### src/rtl/envelope_pkg.sv
// rtl/envelope_pkg.sv - shared constants, state encoding and duty scaler for envelope_pwm
package envelope_pkg;

    localparam int MIDSCALE = 511;
    localparam int ENV_MAX  = 255;
    localparam int PWM_BITS = 10;

    typedef enum logic [1:0] {
        IDLE    = 2'd0,
        ATTACK  = 2'd1,
        SUSTAIN = 2'd2,
        RELEASE = 2'd3
    } env_state_t;

    // Centre the sample on midscale, scale by env/256 (floor), re-centre and clamp.
    function automatic logic [PWM_BITS-1:0] scale_duty(input logic [PWM_BITS-1:0] sample,
                                                       input logic [7:0] env);
        logic signed [10:0] s;
        logic signed [19:0] s_w;
        logic signed [19:0] e_w;
        logic signed [19:0] p;
        logic signed [19:0] d;
        s   = $signed({1'b0, sample}) - 11'sd511;
        s_w = 20'(s);
        e_w = $signed(20'(env));
        p   = s_w * e_w;
        d   = (p >>> 8) + 20'sd511;
        if (d < 20'sd0) begin
            scale_duty = '0;
        end else if (d > 20'sd1023) begin
            scale_duty = '1;
        end else begin
            scale_duty = d[PWM_BITS-1:0];
        end
    endfunction

endpackage

### src/rtl/envelope_gen.sv
// rtl/envelope_gen.sv - key synchroniser, tick divider and attack/sustain/release envelope
module envelope_gen
    import envelope_pkg::*;
#(
    parameter int TICK_DIV     = 1200,
    parameter int ATTACK_STEP  = 8,
    parameter int RELEASE_STEP = 2
) (
    input  logic       clk,
    input  logic       rst_n,
    input  logic       key_on,
    output logic [7:0] env,
    output logic       busy
);

    localparam int TW = (TICK_DIV > 1) ? $clog2(TICK_DIV) : 1;

    logic          key_m;
    logic          key_s;
    logic [TW-1:0] tick_cnt;
    logic          tick;
    env_state_t    state;
    env_state_t    state_n;
    logic [7:0]    env_n;
    logic [8:0]    up;

    assign tick = (tick_cnt == TW'(TICK_DIV - 1));
    assign up   = {1'b0, env} + 9'(ATTACK_STEP);
    assign busy = (state != IDLE);

    always_ff @(posedge clk or negedge rst_n) begin
        if (!rst_n) begin
            key_m    <= 1'b0;
            key_s    <= 1'b0;
            tick_cnt <= '0;
            state    <= IDLE;
            env      <= '0;
        end else begin
            key_m    <= key_on;
            key_s    <= key_m;
            tick_cnt <= tick ? '0 : tick_cnt + 1'b1;
            state    <= state_n;
            env      <= env_n;
        end
    end

    // Key transitions are checked before tick so a gate change always skips that level step.
    always_comb begin
        state_n = state;
        env_n   = env;
        case (state)
            IDLE: begin
                env_n = '0;
                if (key_s) state_n = ATTACK;
            end
            ATTACK: begin
                if (!key_s) begin
                    state_n = RELEASE;
                end else if (env == 8'(ENV_MAX)) begin
                    state_n = SUSTAIN;
                end else if (tick) begin
                    if (up >= 9'(ENV_MAX)) begin
                        env_n   = 8'(ENV_MAX);
                        state_n = SUSTAIN;
                    end else begin
                        env_n = up[7:0];
                    end
                end
            end
            SUSTAIN: begin
                env_n = 8'(ENV_MAX);
                if (!key_s) state_n = RELEASE;
            end
            RELEASE: begin
                if (key_s) begin
                    state_n = ATTACK;
                end else if (env == 8'd0) begin
                    state_n = IDLE;
                end else if (tick) begin
                    if (env <= 8'(RELEASE_STEP)) begin
                        env_n   = '0;
                        state_n = IDLE;
                    end else begin
                        env_n = env - 8'(RELEASE_STEP);
                    end
                end
            end
            default: begin
                state_n = IDLE;
                env_n   = '0;
            end
        endcase
    end

endmodule

### src/rtl/envelope_pwm.sv
// rtl/envelope_pwm.sv - envelope-scaled 1-bit PWM output stage
module envelope_pwm
    import envelope_pkg::*;
#(
    parameter int TICK_DIV     = 1200,
    parameter int ATTACK_STEP  = 8,
    parameter int RELEASE_STEP = 2
) (
    input  logic                clk,
    input  logic                rst_n,
    input  logic [PWM_BITS-1:0] sample_in,
    input  logic                key_on,
    output logic                pwm_out,
    output logic [7:0]          env_level,
    output logic                busy,
    output logic                sample_strobe
);

    logic [PWM_BITS-1:0] cnt;
    logic [PWM_BITS-1:0] duty_q;

    envelope_gen #(
        .TICK_DIV    (TICK_DIV),
        .ATTACK_STEP (ATTACK_STEP),
        .RELEASE_STEP(RELEASE_STEP)
    ) u_gen (
        .clk   (clk),
        .rst_n (rst_n),
        .key_on(key_on),
        .env   (env_level),
        .busy  (busy)
    );

    // Capture on the last count so the new duty covers a whole period from cnt==0.
    assign sample_strobe = (cnt == '1);

    always_ff @(posedge clk or negedge rst_n) begin
        if (!rst_n) begin
            cnt     <= '0;
            duty_q  <= PWM_BITS'(MIDSCALE);
            pwm_out <= 1'b0;
        end else begin
            cnt     <= cnt + 1'b1;
            pwm_out <= (cnt < duty_q);
            if (sample_strobe) begin
                duty_q <= scale_duty(sample_in, env_level);
            end
        end
    end

endmodule

### config.mk
export PLATFORM = sky130hd
export DESIGN_NAME = envelope_pwm
export DESIGN_NICKNAME = d
export VERILOG_FILES = /design/src/rtl/envelope_pkg.sv /design/src/rtl/envelope_gen.sv /design/src/rtl/envelope_pwm.sv
export SDC_FILE = /design/constraint.sdc
export NUM_CORES = 1
export LEC_CHECK = 0
export ABC_AREA = 1
export CAP_MARGIN = 5
export CELL_PAD_IN_SITES_DETAIL_PLACEMENT = 1
export CELL_PAD_IN_SITES_GLOBAL_PLACEMENT = 1
export CORE_MARGIN = 1
export CORE_UTILIZATION = 51
export CTS_CLUSTER_SIZE = 10
export DETAILED_ROUTE_END_ITERATION = 16
export PLACE_DENSITY_LB_ADDON = 0.1
export SETUP_SLACK_MARGIN = 0.3
export SKIP_LAST_GASP = 1
export SLEW_MARGIN = 20
export SYNTH_ARGS = -nofsm -noshare
export SYNTH_HDL_FRONTEND = slang
export SYNTH_SLANG_ARGS = --single-unit
### constraint.sdc
create_clock -name clk -period 12.42 [get_ports clk]
set_clock_uncertainty 0.05 [all_clocks]
set_input_delay 1.242 -clock clk [delete_from_list [all_inputs] [get_ports clk]]
set_output_delay 1.242 -clock clk [all_outputs]
set_load 0.02 [all_outputs]
-- Word level (Yosys, flattened, before mapping)
Cells that the tools add are included.
- register bits after elaboration: 44
- logic and storage cells: 66
- input bits: 13
- output and inout bits: 11
- mux-type cells: 23
- equal/unequal tests: 18
- $mul: 1
- magnitude comparators: 5
- $add $sub $neg: 6
- reductions and logical operators: 5
- operators by type and width (cell ; count):
    $mux W8 ; 8
    $pmux W8 S4 ; 1
    $mul A11 B9 Y20 ; 1
    $mux W10 ; 2
    $mux W2 ; 10
    $add A12 B10 Y13 const B ; 1
    $gt A13 B11 Y1 const B ; 1
    $lt A13 B1 Y1 const B ; 1
    $reduce_and A6 Y1 ; 2
    $add A11 B1 Y11 const B ; 1
    $eq A11 B11 Y1 const B ; 1
    $mux W11 ; 1
    $sub A10 B9 Y11 const B ; 1
    $add A10 B1 Y10 const B ; 1
    $eq A10 B10 Y1 const B ; 1
    $lt A10 B10 Y1 ; 1
    $add A8 B4 Y9 const B ; 1
    $ge A9 B8 Y1 const B ; 1
    $eq A8 B8 Y1 const B ; 1
    $le A8 B2 Y1 const B ; 1
    $logic_not A8 Y1 ; 1
    $ne A2 B1 Y1 const B ; 4
    $ne A2 B2 Y1 const B ; 4
    $ne A4 B1 Y1 const B ; 2
    7 further kinds ; 9

-- Depth between registers and ports, before layout
Gate-level depths: netlist (run 1).
- word-level depth: 7
- gate-level depth with buffers: 39
- depth with buffers taken out: 39

-- Cells and area by module
Synthesis (run 1) repeated with hierarchy kept, for this count alone.
- cells, all modules: 931
- area, all modules: 6696.4 um^2
- modules (own cells, without submodules) (module ; sequential area each (um^2) ; cells each ; area each (um^2) ; instances):
    envelope_pwm ; 536.8 ; 692 ; 5006.1 ; 1
    envelope_gen ; 575.6 ; 239 ; 1690.4 ; 1

-- Least setup slack after synthesis (run 1)
OpenSTA, ideal clock, no wires.
- path kind: input -> register
- from: input port sample_in[1]
- to: register duty_q[9]
- path slack: 5.991 ns
- path buffers: 0
- data arrival time: 6.261 ns
- data required time: 12.252 ns
- library setup time: 0.118 ns
- cell stages on the path: 33
- path through: inv_1 -> nor3_1 -> nand4_1 -> nor4_1 -> xor2_1 -> inv_1 -> nand2_1 -> fa_1 -> inv_1 -> fa_1 -> fa_1 -> inv_1 -> fa_1 -> inv_1 -> ha_1 -> a21oi_1 -> o21ai_1 -> a21oi_1 -> nand2_1 -> a21oi_1 -> inv_1 -> nand2_1 -> nand2_1 -> nor2_1 -> nand3_1 -> nand2_1 -> nand2_1 -> nand2_2 -> nand2_2 -> nand2_4 -> nand2_1 -> nand2_1 -> nand2_1
- longest elaborated chain between the ends: 6
- elaborated cells on any way between the ends: 7
- classes of those cells: 2 x add/sub; 1 x mul; 2 x order compare; 2 x mux
- ends and longest elaborated chain (element ; RTL line ; RTL):
    start, declared ; envelope_pwm.sv:11 ; input logic [PWM_BITS-1:0] sample_in,
    $sub A10 B9 Y11 (*) ; envelope_pkg.sv:23 ; s = $signed({1'b0, sample}) - 11'sd511;
    $mul A11 B9 Y20 (*) ; envelope_pkg.sv:26 ; p = s_w * e_w;
    $add A12 B10 Y13 (*) ; envelope_pkg.sv:27 ; d = (p >>> 8) + 20'sd511;
    $gt A13 B11 Y1 ; envelope_pkg.sv:30 ; end else if (d > 20'sd1023) begin
    $mux W10 ; envelope_pkg.sv:30 ;
    $mux W10 (*) ; envelope_pkg.sv:28 ; if (d < 20'sd0) begin
    end signal, assigned ; envelope_pwm.sv:40 ; duty_q <= PWM_BITS'(MIDSCALE);
    end signal, assigned ; envelope_pwm.sv:46 ; duty_q <= scale_duty(sample_in, env_level);
    end, declared ; envelope_pwm.sv:20 ; logic [PWM_BITS-1:0] duty_q;
Mark *: on every way between the ends. The rest lies on a longest branch, timed or not.
A chain may end at the register's enable or synchronous reset.

-- Worst setup path in the final report (run 1)
- from: input port sample_in[0]
- to: register duty_q[9]
The elaborated chain is that of the path after synthesis.

==> results.ini, run 1 <==
[drt]
via_count=5600
top_layer_used=met4
route.met3.wl_um=317
ant_nets=0
route.detailed.wl_per_inst_um=15.99
wl_met1_mm=7.330
first_pass_iters=4
total_met2_wirelength_after_detailed_routing_mm=9.007
route.detailed.vias_per_inst=5.253
routed_wirelength_mm=17.05
drc=0
detail_route.iter0.violations=278

[timing]
finalWorstPathRequiredPeriod_ns=7.755
max_transition_margin_pct=37.43
tightestPinTransition_ns=0.9385
finalHoldViolCount=0
fin_setup_tns_ns=0
maxClockFrequency_ghz=0.1289
setup_ws_ns=4.665
worst_hold_margin_ns=0.3106
timing.final.crit_share_pct=62.44
unrepaired_setup_endpoints_after_global_routing=no
timing.final.setup_violations=0
slew_viol_final=0

[critical_path]
type_of_the_worst_setup_path=primary input to register
category_of_the_worst_setup_path_launch_point=primary input
crit_path_frequent_cell=sky130_fd_sc_hd__nand2_1
crit_path_max_incr_delay_ns=0.63
cp.arrival_ns=7.89
worst-path-max-fanout=7
crit_path_top_delay_cell=sky130_fd_sc_hd__clkdlybuf4s50_1
crit_required_ns=12.56
timing.reg2reg.worst_path_depth=29
rr_startpoint=u_gen.env[3]
rrSetupSlack_ns=6.18
endpoint_kind=register
timing.rr.end=duty_q[9]

[global_route]
grt_use_total_pct=28.84
grt.overflow.total=0
first_pass_grt_wire_length_mm=29.88
grt_antenna_before_repair=0
first_global_vias=6250
maximum_number_of_pins_on_one_net_before_global_route_repair=45

[cts]
tritoncts=done
cts_root_buffer=sky130_fd_sc_hd__clkbuf_16
clock_sink_count=44
buffers_inserted_during_post_cts_setup_optimization=0
cts-resized-gates=0
cts_bufs_inserted=5
cts_max_level=2
worst_skew_pair.late_latency_ns=0.29
hold_buffers=0
clock_slew_at_the_register_clock_pins_of_the_worst_setup_and_hold_paths_ns=0.07
cts-root-to-sink-buffers=2

[worst_hold_path]
hold_start=u_gen.key_m
hold_path_cells=0
hp-class=register to register
hold-path-endpoint=u_gen.key_s

[logic_synthesis]
synthArstFlopShare_pct=100.0
synthesized_netlist_cell_count=877
syn_area_per_cell_um2=7.400
yosys_register_bits=44
synth_flop_cell=sky130_fd_sc_hd__dfrtp_1
netlist_area_mm2=0.006490
synth_nets=1022
synthesis.yosys.warnings=0
distinct_cell_type_count_of_the_synthesized_netlist=47
synth-edff-count=0
synth.yosys.seq_area_share_pct=17.14

[die]
row_count=40
io_pins=24
die_height_um=114.8
floorplan.die_area_mm2=0.01318
initial_utilization_pct=53.15
die_w_um=114.8
floorplan.core_area_mm2=0.01221

[layout]
seq_area_mm2=0.001112
n_fill_cell=1612
design.final.nets=1042
area_growth_syn_to_layout_pct=8.598
multi_input_logic_area_mm2=0.004597
count_of_inserted_antenna_diode_cells=0
fraction_of_layout_instances_using_a_drive_strength_above_1_pct=6.682

[placement]
io_buffer_count=23
place_ws_ns=4.390
gpl.final_weighted_congestion=0.8543
place.detailed.hpwl_mm=14.21

[flow_run]
drv_cap=0

[run_status]
result_of_the_run=finished clean

-- cell usage after synthesis, types with 2 or more instances --
library cell	number	area share [%]
sky130_fd_sc_hd__a311oi_1	3	0.40
sky130_fd_sc_hd__nand2_2	16	1.5
sky130_fd_sc_hd__nor2_2	2	0.19
sky130_fd_sc_hd__nand2_4	2	0.35
sky130_fd_sc_hd__o21bai_1	3	0.35
sky130_fd_sc_hd__nand2_1	210	12
sky130_fd_sc_hd__o21a_1	4	0.46
sky130_fd_sc_hd__xnor2_1	4	0.54
sky130_fd_sc_hd__clkinv_1	2	0.12
sky130_fd_sc_hd__nor4_1	2	0.19
sky130_fd_sc_hd__or2_2	3	0.29
sky130_fd_sc_hd__nand3_2	6	0.93
sky130_fd_sc_hd__clkbuf_1	6	0.35
sky130_fd_sc_hd__inv_1	188	11
sky130_fd_sc_hd__a21oi_1	24	1.9
sky130_fd_sc_hd__buf_2	3	0.23
sky130_fd_sc_hd__o21ai_0	21	1.6
sky130_fd_sc_hd__a221oi_1	2	0.27
sky130_fd_sc_hd__nor3_1	10	0.77
sky130_fd_sc_hd__o22ai_1	7	0.67
sky130_fd_sc_hd__nand4_1	11	1.1
sky130_fd_sc_hd__fa_1	69	21
sky130_fd_sc_hd__nand3b_1	3	0.35
sky130_fd_sc_hd__ha_1	63	12
sky130_fd_sc_hd__inv_2	6	0.35
sky130_fd_sc_hd__dfrtp_1	35	13
sky130_fd_sc_hd__dfstp_2	9	3.6
sky130_fd_sc_hd__xor2_1	18	2.4
sky130_fd_sc_hd__nor2_4	3	0.52
sky130_fd_sc_hd__o31ai_1	4	0.46
sky130_fd_sc_hd__nand3_1	38	2.9
sky130_fd_sc_hd__nor2_1	85	4.9
-- registers in the layout (all words and copies together), names as in the netlist --
register	count
u_gen.env	8
u_gen.key_m	1
u_gen.state	2
u_gen.key_s	1
cnt	10
u_gen.tick_cnt	11
duty_q	10
pwm_out	1
-- per-stage QoR --
step | cell area (um2) | utilization [%] | std cells
final | 7048 | 57.72 | 1066
after global routing | 7048 | 57.72 | 1066
after CTS | 7048 | 57.72 | 1066
after detailed placement | 6880 | 56.34 | 1058
after global placement | 6880 | 56.34 | 1058
after floorplan | 6490 | - | 877
-- logic make-up after synthesis --
group | Yosys count | synth area share (%)
multiplexers | 1 | 0.1735
AND/OR/NAND/NOR | 395 | 26.86
AO/OA/AOI/OAI | 76 | 7.153
buffers and inverters | 206 | 12.03
XOR/XNOR | 23 | 3.220
flip-flops | 44 | 17.14
adder cells (fa/ha/maj) | 132 | 33.43
-- routing by layer --
| metal | track usage, % | vias up |
|---|---|---|
| li1 | - | 2720 |
| met1 | 35.33 | 2773 |
| met2 | 53.98 | 78 |
| met3 | 1.792 | 29 |
| met4 | 9.524 | 0 |
| met5 | 0 | - |
-- cell usage in the layout, fill, tap and decap left out, types with 2 or more instances in the layout --
cell	netlist	final
sky130_fd_sc_hd__dfrtp_1	35	35
sky130_fd_sc_hd__nand3_1	38	38
sky130_fd_sc_hd__o31ai_1	4	4
sky130_fd_sc_hd__nand4_1	11	11
sky130_fd_sc_hd__nor2_1	85	85
sky130_fd_sc_hd__o21bai_1	3	3
sky130_fd_sc_hd__inv_1	188	188
sky130_fd_sc_hd__a221oi_1	2	2
sky130_fd_sc_hd__a21oi_1	24	24
sky130_fd_sc_hd__xor2_1	18	18
sky130_fd_sc_hd__nand3b_1	3	3
sky130_fd_sc_hd__nor2_2	2	2
sky130_fd_sc_hd__nor2_4	3	3
sky130_fd_sc_hd__clkinv_1	2	3
sky130_fd_sc_hd__clkdlybuf4s50_1	0	22
sky130_fd_sc_hd__inv_2	6	6
sky130_fd_sc_hd__nand2_4	2	2
sky130_fd_sc_hd__nand2_2	16	16
sky130_fd_sc_hd__o22ai_1	7	7
sky130_fd_sc_hd__clkbuf_16	0	5
sky130_fd_sc_hd__xnor2_1	4	4
sky130_fd_sc_hd__o21a_1	4	4
sky130_fd_sc_hd__nand3_2	6	6
sky130_fd_sc_hd__or2_2	3	3
sky130_fd_sc_hd__nor4_1	2	2
sky130_fd_sc_hd__ha_1	63	63
sky130_fd_sc_hd__o21ai_0	21	21
sky130_fd_sc_hd__fa_1	69	69
sky130_fd_sc_hd__nor3_1	10	10
sky130_fd_sc_hd__dfstp_2	9	9
sky130_fd_sc_hd__a311oi_1	3	3
sky130_fd_sc_hd__nand2_1	210	210
-- layout make-up --
class	instances	share of cell area, %
well taps	168	2.982
inverters	196	10.44
flip-flops and latches	44	15.78
multi-input cells	627	65.22
clock buffers	5	1.775
clock inverters	3	0.6036
repair buffers	23	3.195
-- worst max path at each step --
stage                     slack [ns]        end          from  depth (start not counted)
after detailed placement        4.39  duty_q[9]  sample_in[0]                         34
final                           4.66  duty_q[9]  sample_in[0]                         34
after CTS                       4.68  duty_q[9]  sample_in[0]                         34
after global routing            4.15  duty_q[9]  sample_in[0]                         34
after floorplan                 5.99  duty_q[9]  sample_in[1]                         33
after global placement          4.58  duty_q[9]  sample_in[0]                         34
-- worst max-delay path: cells and delay by family --
family / cells / cell delay (ns)
AO/OA/AOI/OAI: 4 / 0.84
XOR/XNOR: 1 / 0.32
adder cells (fa/ha/maj): 5 / 2.35
buffers and inverters: 7 / 1.15
AND/OR/NAND/NOR: 17 / 2.00
Power of run 1 is left out: the tool's default activity adds up to more than one toggle a clock period on the data nets, which glitch-free logic cannot reach.
==> inputs of run 2 (changes only) <==
CORE_UTILIZATION = 47   (was 51)
clock period = 7.9 ns   (was 12.42 ns; I/O delays follow)
==> run 2 against run 1 <==
- global-route usage decreased by 3.2 points
- worst hold slack improved by 0.0079 ns
- design area increased by 0.41%
- die area increased by 8.4%
- via count about the same
- core utilization decreased by 4.7 points
- critical path type unchanged
- highest routed layer unchanged
==> results.ini, run 2 (synthesis gave the netlist of run 1 again) <==
[die]
initial_utilization_pct=48.62  ; was 53.15%
die_w_um=119.5  ; was 114.8 um
floorplan.core_area_mm2=0.01335  ; was 0.01221 mm2
die_height_um=119.5  ; was 114.8 um
floorplan.die_area_mm2=0.01428  ; was 0.01318 mm2
row_count=42  ; was 40
io_pins=24  ; unchanged

[global_route]
grt.overflow.total=0  ; unchanged
first_pass_grt_wire_length_mm=29.45  ; was 29.88 mm
first_global_vias=6294  ; was 6250
grt_antenna_before_repair=0  ; unchanged
grt_use_total_pct=25.66  ; was 28.84%
maximum_number_of_pins_on_one_net_before_global_route_repair=45  ; unchanged

[layout]
layout.cells.most_common_list=sky130_fd_sc_hd__nand2_1, sky130_fd_sc_hd__inv_1, sky130_fd_sc_hd__nor2_1  ; unchanged
final_common_cell=sky130_fd_sc_hd__nand2_1  ; unchanged
largest_reg_flops=11  ; unchanged
area_growth_syn_to_layout_pct=9.042  ; was 8.598%
fraction_of_layout_instances_using_a_drive_strength_above_1_pct=7.238  ; was 6.682%
reg.largest.list=u_gen.tick_cnt (11), cnt (10), duty_q (10)  ; unchanged
count_of_inserted_antenna_diode_cells=0  ; unchanged
design.final.nets=1042  ; unchanged
max_flop_register=u_gen.tick_cnt  ; unchanged

[timing]
unrepaired_setup_endpoints_after_global_routing=no  ; unchanged
slew_viol_final=0  ; unchanged
fin_setup_tns_ns=0  ; unchanged
tightestPinTransition_ns=1.020  ; was 0.9385 ns
finalHoldViolCount=0  ; unchanged
max_transition_margin_pct=32.00  ; was 37.43%
timing.final.setup_violations=0  ; unchanged
finalWorstPathRequiredPeriod_ns=6.929
timing.final.crit_share_pct=87.71
maxClockFrequency_ghz=0.1443

[drt]
route.detailed.vias_per_inst=5.217  ; was 5.253
ant_nets=0  ; unchanged
first_pass_iters=4  ; unchanged
detail_route.iter0.violations=226  ; was 278
route.detailed.wl_per_inst_um=15.58  ; was 15.99 um
via_count=5603  ; was 5600
routed_wirelength_mm=16.73  ; was 17.05 mm
drc=0  ; unchanged

[cts]
buffers_inserted_during_post_cts_setup_optimization=0  ; unchanged
clock_slew_at_the_register_clock_pins_of_the_worst_setup_and_hold_paths_ns=0.06  ; was 0.07 ns
cts_bufs_inserted=5  ; unchanged
tritoncts=done  ; unchanged
clock_sink_count=44  ; unchanged
worst_skew_pair.late_latency_ns=0.29  ; about the same
cts-root-to-sink-buffers=2  ; unchanged
cts_root_buffer=sky130_fd_sc_hd__clkbuf_16  ; unchanged
cts_max_level=2  ; unchanged

[critical_path]
timing.rr.end=duty_q[9]  ; unchanged
cp.arrival_ns=7.06  ; was 7.89 ns
rr_startpoint=u_gen.env[3]  ; unchanged
crit_path_max_incr_delay_ns=0.54  ; was 0.63 ns
timing.reg2reg.worst_path_depth=29  ; unchanged
category_of_the_worst_setup_path_launch_point=primary input  ; unchanged
path_buf_inv=7  ; unchanged
type_of_the_worst_setup_path=primary input to register  ; unchanged
crit_path_top_delay_cell=sky130_fd_sc_hd__fa_1  ; was sky130_fd_sc_hd__clkdlybuf4s50_1
critical_path.top_delay_family=adder cells  ; unchanged
endpoint_kind=register  ; unchanged
crit_required_ns=8.03  ; was 12.56 ns
crit_path_frequent_cell=sky130_fd_sc_hd__nand2_1  ; unchanged
rrSetupSlack_ns=1.85  ; was 6.18 ns
worst-path-max-fanout=7  ; unchanged

[worst_hold_path]
hp-class=register to register  ; unchanged
hold_path_cells=0  ; unchanged
hold_start=u_gen.key_m  ; unchanged
hold-path-endpoint=u_gen.key_s  ; unchanged

[placement]
place.detailed.hpwl_mm=14.00  ; was 14.21 mm
io_buffer_count=23  ; unchanged
gpl.final_weighted_congestion=0.8885  ; was 0.8543

[flow_run]
drv_cap=0  ; unchanged

[run_status]
result_of_the_run=finished clean  ; unchanged

## run 2: changes by cell type in the layout (fill, tap and decap cells not counted)
| cell | previous run | this run |
|---|---|---|
| sky130_fd_sc_hd__nor3_1 | 10 | 9 |
| sky130_fd_sc_hd__a21oi_2 | 1 | 2 |
| sky130_fd_sc_hd__clkdlybuf4s50_1 | 22 | 21 |
| sky130_fd_sc_hd__nor2_2 | 2 | 3 |
| sky130_fd_sc_hd__nor3_2 | 0 | 1 |
| sky130_fd_sc_hd__nor2_1 | 85 | 84 |
| sky130_fd_sc_hd__nand2_2 | 16 | 18 |
| sky130_fd_sc_hd__dlymetal6s2s_1 | 0 | 1 |
| sky130_fd_sc_hd__nand2_1 | 210 | 208 |
| sky130_fd_sc_hd__a21oi_1 | 24 | 23 |
## run 2: worst max-delay path by stage
stage	startpoint	endpoint	slack (ns)	depth (start not counted)
3_3_place_gp	sample_in[0]	duty_q[9]	0.50	34
6_report	sample_in[1]	duty_q[9]	0.97	34
3_5_place_dp	sample_in[0]	duty_q[9]	0.25	34
4_1_cts	sample_in[0]	duty_q[9]	0.53	34
2_1_floorplan	sample_in[1]	duty_q[9]	1.92	33
5_1_grt	sample_in[1]	duty_q[9]	0.41	35
## run 2: timing repair
action | in CTS | in global routing
gates resized for setup | 0 | 6
endpoints found under the setup margin | 0 | 10
hold buffers | 0 | 0
## run 2: cell type report
class                           count  area [um2]
Multi-Input combinational cell    627        4613
Sequential cell                    44        1112
Inverter                          196       735.7
Clock inverter                      3       42.54
Tap cell                          176       220.2
Timing Repair Buffer               23       227.7
Fill cell                        1730        6271
Clock buffer                        5       125.1
## run 2: through the flow
stage | instance area, um2 | hold WS (ns) | setup WS [ns] | util, % | cells
finish | 7077 | 0.3185 | 0.9712 | 53.02 | 1074
floorplan | 6490 | 0.2812 | 1.923 | - | 877
CTS | 7058 | 0.3178 | 0.5335 | 52.88 | 1074
global route | 7077 | 0.3389 | 0.4074 | 53.02 | 1074
detailed placement | 6890 | 0.3035 | 0.2464 | 51.62 | 1066
global placement | 6890 | 0.2951 | 0.5024 | 51.62 | 1066
## run 2: routing by layer
metal  wire (um)  GRT usage, %  up-vias
li1            -             -     2727
met1        7321         31.37     2760
met2        8619         47.47       81
met3         330         1.711       35
met4         459         8.750        0
met5           0             0        -
## run 2: worst reg2reg max path, delay by kind of cell (launching register included)
kind / cells / cell delay [ns]
AND/OR/NAND/NOR: 14 / 1.33
buffers and inverters: 6 / 0.72
adder cells (fa/ha/maj): 5 / 2.53
flip-flops: 1 / 0.61
AO/OA/AOI/OAI: 4 / 0.70
Power of run 2 is left out for the same reason.
==> inputs of run 3 (changes only) <==
RECOVER_POWER = 50   (was default)
==> run 3 against run 2 <==
- the run now ends with capacitance limit, slew limit left
- global-route usage unchanged
- first-iteration DRC count is the same
- via count hardly changed
- critical path depth unchanged
- maximum frequency unchanged
- register-to-register slack about the same
- setup slack about the same
- sequential cell count stayed put
- design area is essentially flat
- highest routed layer unchanged
==> results.ini, run 3 (synthesis gave the netlist of run 1 again) <==
[placement]
place_ws_ns=0.2464  ; unchanged
dp_cells=1066  ; unchanged
gpl.final_weighted_congestion=0.8885  ; unchanged
io_buffer_count=23  ; unchanged
place.detailed.hpwl_mm=14.00  ; unchanged

[cts]
worst_skew_pair.late_latency_ns=0.29  ; about the same
cts_root_buffer=sky130_fd_sc_hd__clkbuf_16  ; unchanged
cts-root-to-sink-buffers=2  ; unchanged
buffers_inserted_during_post_cts_setup_optimization=0  ; unchanged
cts_bufs_inserted=5  ; unchanged
cts-resized-gates=0  ; unchanged
hold_buffers=0  ; unchanged
clock_sink_count=44  ; unchanged
clock_slew_at_the_register_clock_pins_of_the_worst_setup_and_hold_paths_ns=0.06  ; about the same
cts_max_level=2  ; unchanged
tritoncts=done  ; unchanged

[global_route]
maximum_number_of_pins_on_one_net_before_global_route_repair=45  ; unchanged
gr-usage-met1_pct=31.37  ; unchanged
first_global_vias=6294  ; unchanged
grt.overflow.total=0  ; unchanged
first_pass_grt_wire_length_mm=29.45  ; unchanged
use_met3_pct=1.711  ; unchanged
grt_antenna_before_repair=0  ; unchanged
grt_use_total_pct=25.66  ; unchanged
grtUsageMet2_pct=47.47  ; unchanged
global_route.peak_usage_layer=met2  ; unchanged

[die]
die_height_um=119.5  ; unchanged
floorplan.die_area_mm2=0.01428  ; unchanged
row_count=42  ; unchanged
floorplan.core_area_mm2=0.01335  ; unchanged
initial_utilization_pct=48.62  ; unchanged
io_pins=24  ; unchanged
die_w_um=119.5  ; unchanged

[critical_path]
rr_startpoint=u_gen.env[3]  ; unchanged
crit_path_top_delay_cell=sky130_fd_sc_hd__fa_1  ; unchanged
cp.arrival_ns=7.06  ; about the same
type_of_the_worst_setup_path=primary input to register  ; unchanged
crit_path_max_incr_delay_ns=0.54  ; about the same
critical_path_origin=sample_in[1]  ; unchanged
endpoint_kind=register  ; unchanged
crit_required_ns=8.03  ; about the same
crit_path_frequent_cell=sky130_fd_sc_hd__nand2_1  ; unchanged
category_of_the_worst_setup_path_launch_point=primary input  ; unchanged
worst-path-max-fanout=7  ; unchanged

[layout]
final_common_cell=sky130_fd_sc_hd__nand2_1  ; unchanged
area_growth_syn_to_layout_pct=9.023  ; was 9.042%
stdcell_count=1074  ; unchanged
reg.largest.list=u_gen.tick_cnt (11), cnt (10), duty_q (10)  ; unchanged
max_flop_register=u_gen.tick_cnt  ; unchanged
fraction_of_layout_instances_using_a_drive_strength_above_1_pct=7.127  ; was 7.238%
postLayoutCoreUtil_pct=53.01  ; was 53.02%
design.final.nets=1042  ; unchanged
largest_reg_flops=11  ; unchanged
count_of_inserted_antenna_diode_cells=0  ; unchanged
layout.cells.most_common_list=sky130_fd_sc_hd__nand2_1, sky130_fd_sc_hd__inv_1, sky130_fd_sc_hd__nor2_1  ; unchanged

[run_status]
violations=capacitance limit, slew limit
result_of_the_run=finished with violations  ; was finished clean

[drt]
route.detailed.vias_per_inst=5.220  ; was 5.217
drc=0  ; unchanged
via_count=5606  ; was 5603
route.detailed.wl_per_inst_um=15.58  ; about the same
ant_nets=0  ; unchanged
routed_wirelength_mm=16.73  ; about the same
first_pass_iters=4  ; unchanged
detail_route.iter0.violations=226  ; unchanged

[timing]
finalWorstPathRequiredPeriod_ns=6.929  ; about the same
timing.final.setup_violations=0  ; unchanged
slew_viol_final=45  ; was 0
finalHoldViolCount=0  ; unchanged
tightestPinTransition_ns=2.417  ; was 1.020 ns
timing.final.crit_share_pct=87.71  ; about the same
setup_ws_ns=0.9712  ; about the same
max_transition_margin_pct=-61.14  ; was 32.00%
fin_setup_tns_ns=0  ; unchanged
unrepaired_setup_endpoints_after_global_routing=no  ; unchanged
maxClockFrequency_ghz=0.1443  ; unchanged

[flow_run]
drv_cap=1  ; was 0

[worst_hold_path]
hp-class=register to register  ; unchanged
hold_start=u_gen.key_m  ; unchanged

## run 3: layout make-up
type	instances	area [um2]
Tap cell	176	220.2
Clock buffer	5	125.1
Clock inverter	3	42.54
Fill cell	1728	6272
Multi-Input combinational cell	627	4613
Timing Repair Buffer	23	226.5
Inverter	196	735.7
Sequential cell	44	1112
## run 3: routing by layer
metal	vias up	wire length (um)	share of wire, %
li1	2727	-	-
met1	2761	7306	44
met2	83	8627	52
met3	35	336	2.0
met4	0	458	2.7
met5	-	0	0
## run 3: final timing paths
| check | end | slack, ns | cells after the start |
|---|---|---|---|
| max reg2reg | duty_q[9] | 1.85 | 29 |
| min in group asynchronous | u_gen.state[0] | 1.18 | 1 |
| min | u_gen.key_s | 0.32 | 0 |
| min reg2reg | u_gen.key_s | 0.32 | 0 |
| max | duty_q[9] | 0.97 | 34 |
| max in group asynchronous | duty_q[9] | 5.22 | 1 |
## run 3: stage by stage
step	hold WS [ns]	instance area (um2)
3_3_place_gp	0.2951	6890
2_1_floorplan	0.2812	6490
3_5_place_dp	0.3035	6890
5_1_grt	0.3389	7076
4_1_cts	0.3178	7058
6_report	0.3193	7076
## run 3: worst max-delay path, delay by kind of cell
kind	cells	cell delay [ns]
AOI/OAI and AO/OA	4	0.70
xor gates and xnor gates	1	0.34
adders and majority gates	5	2.36
buffers and inverters	7	0.95
and+or+nand+nor	17	1.88
Power of run 3 is left out for the same reason.
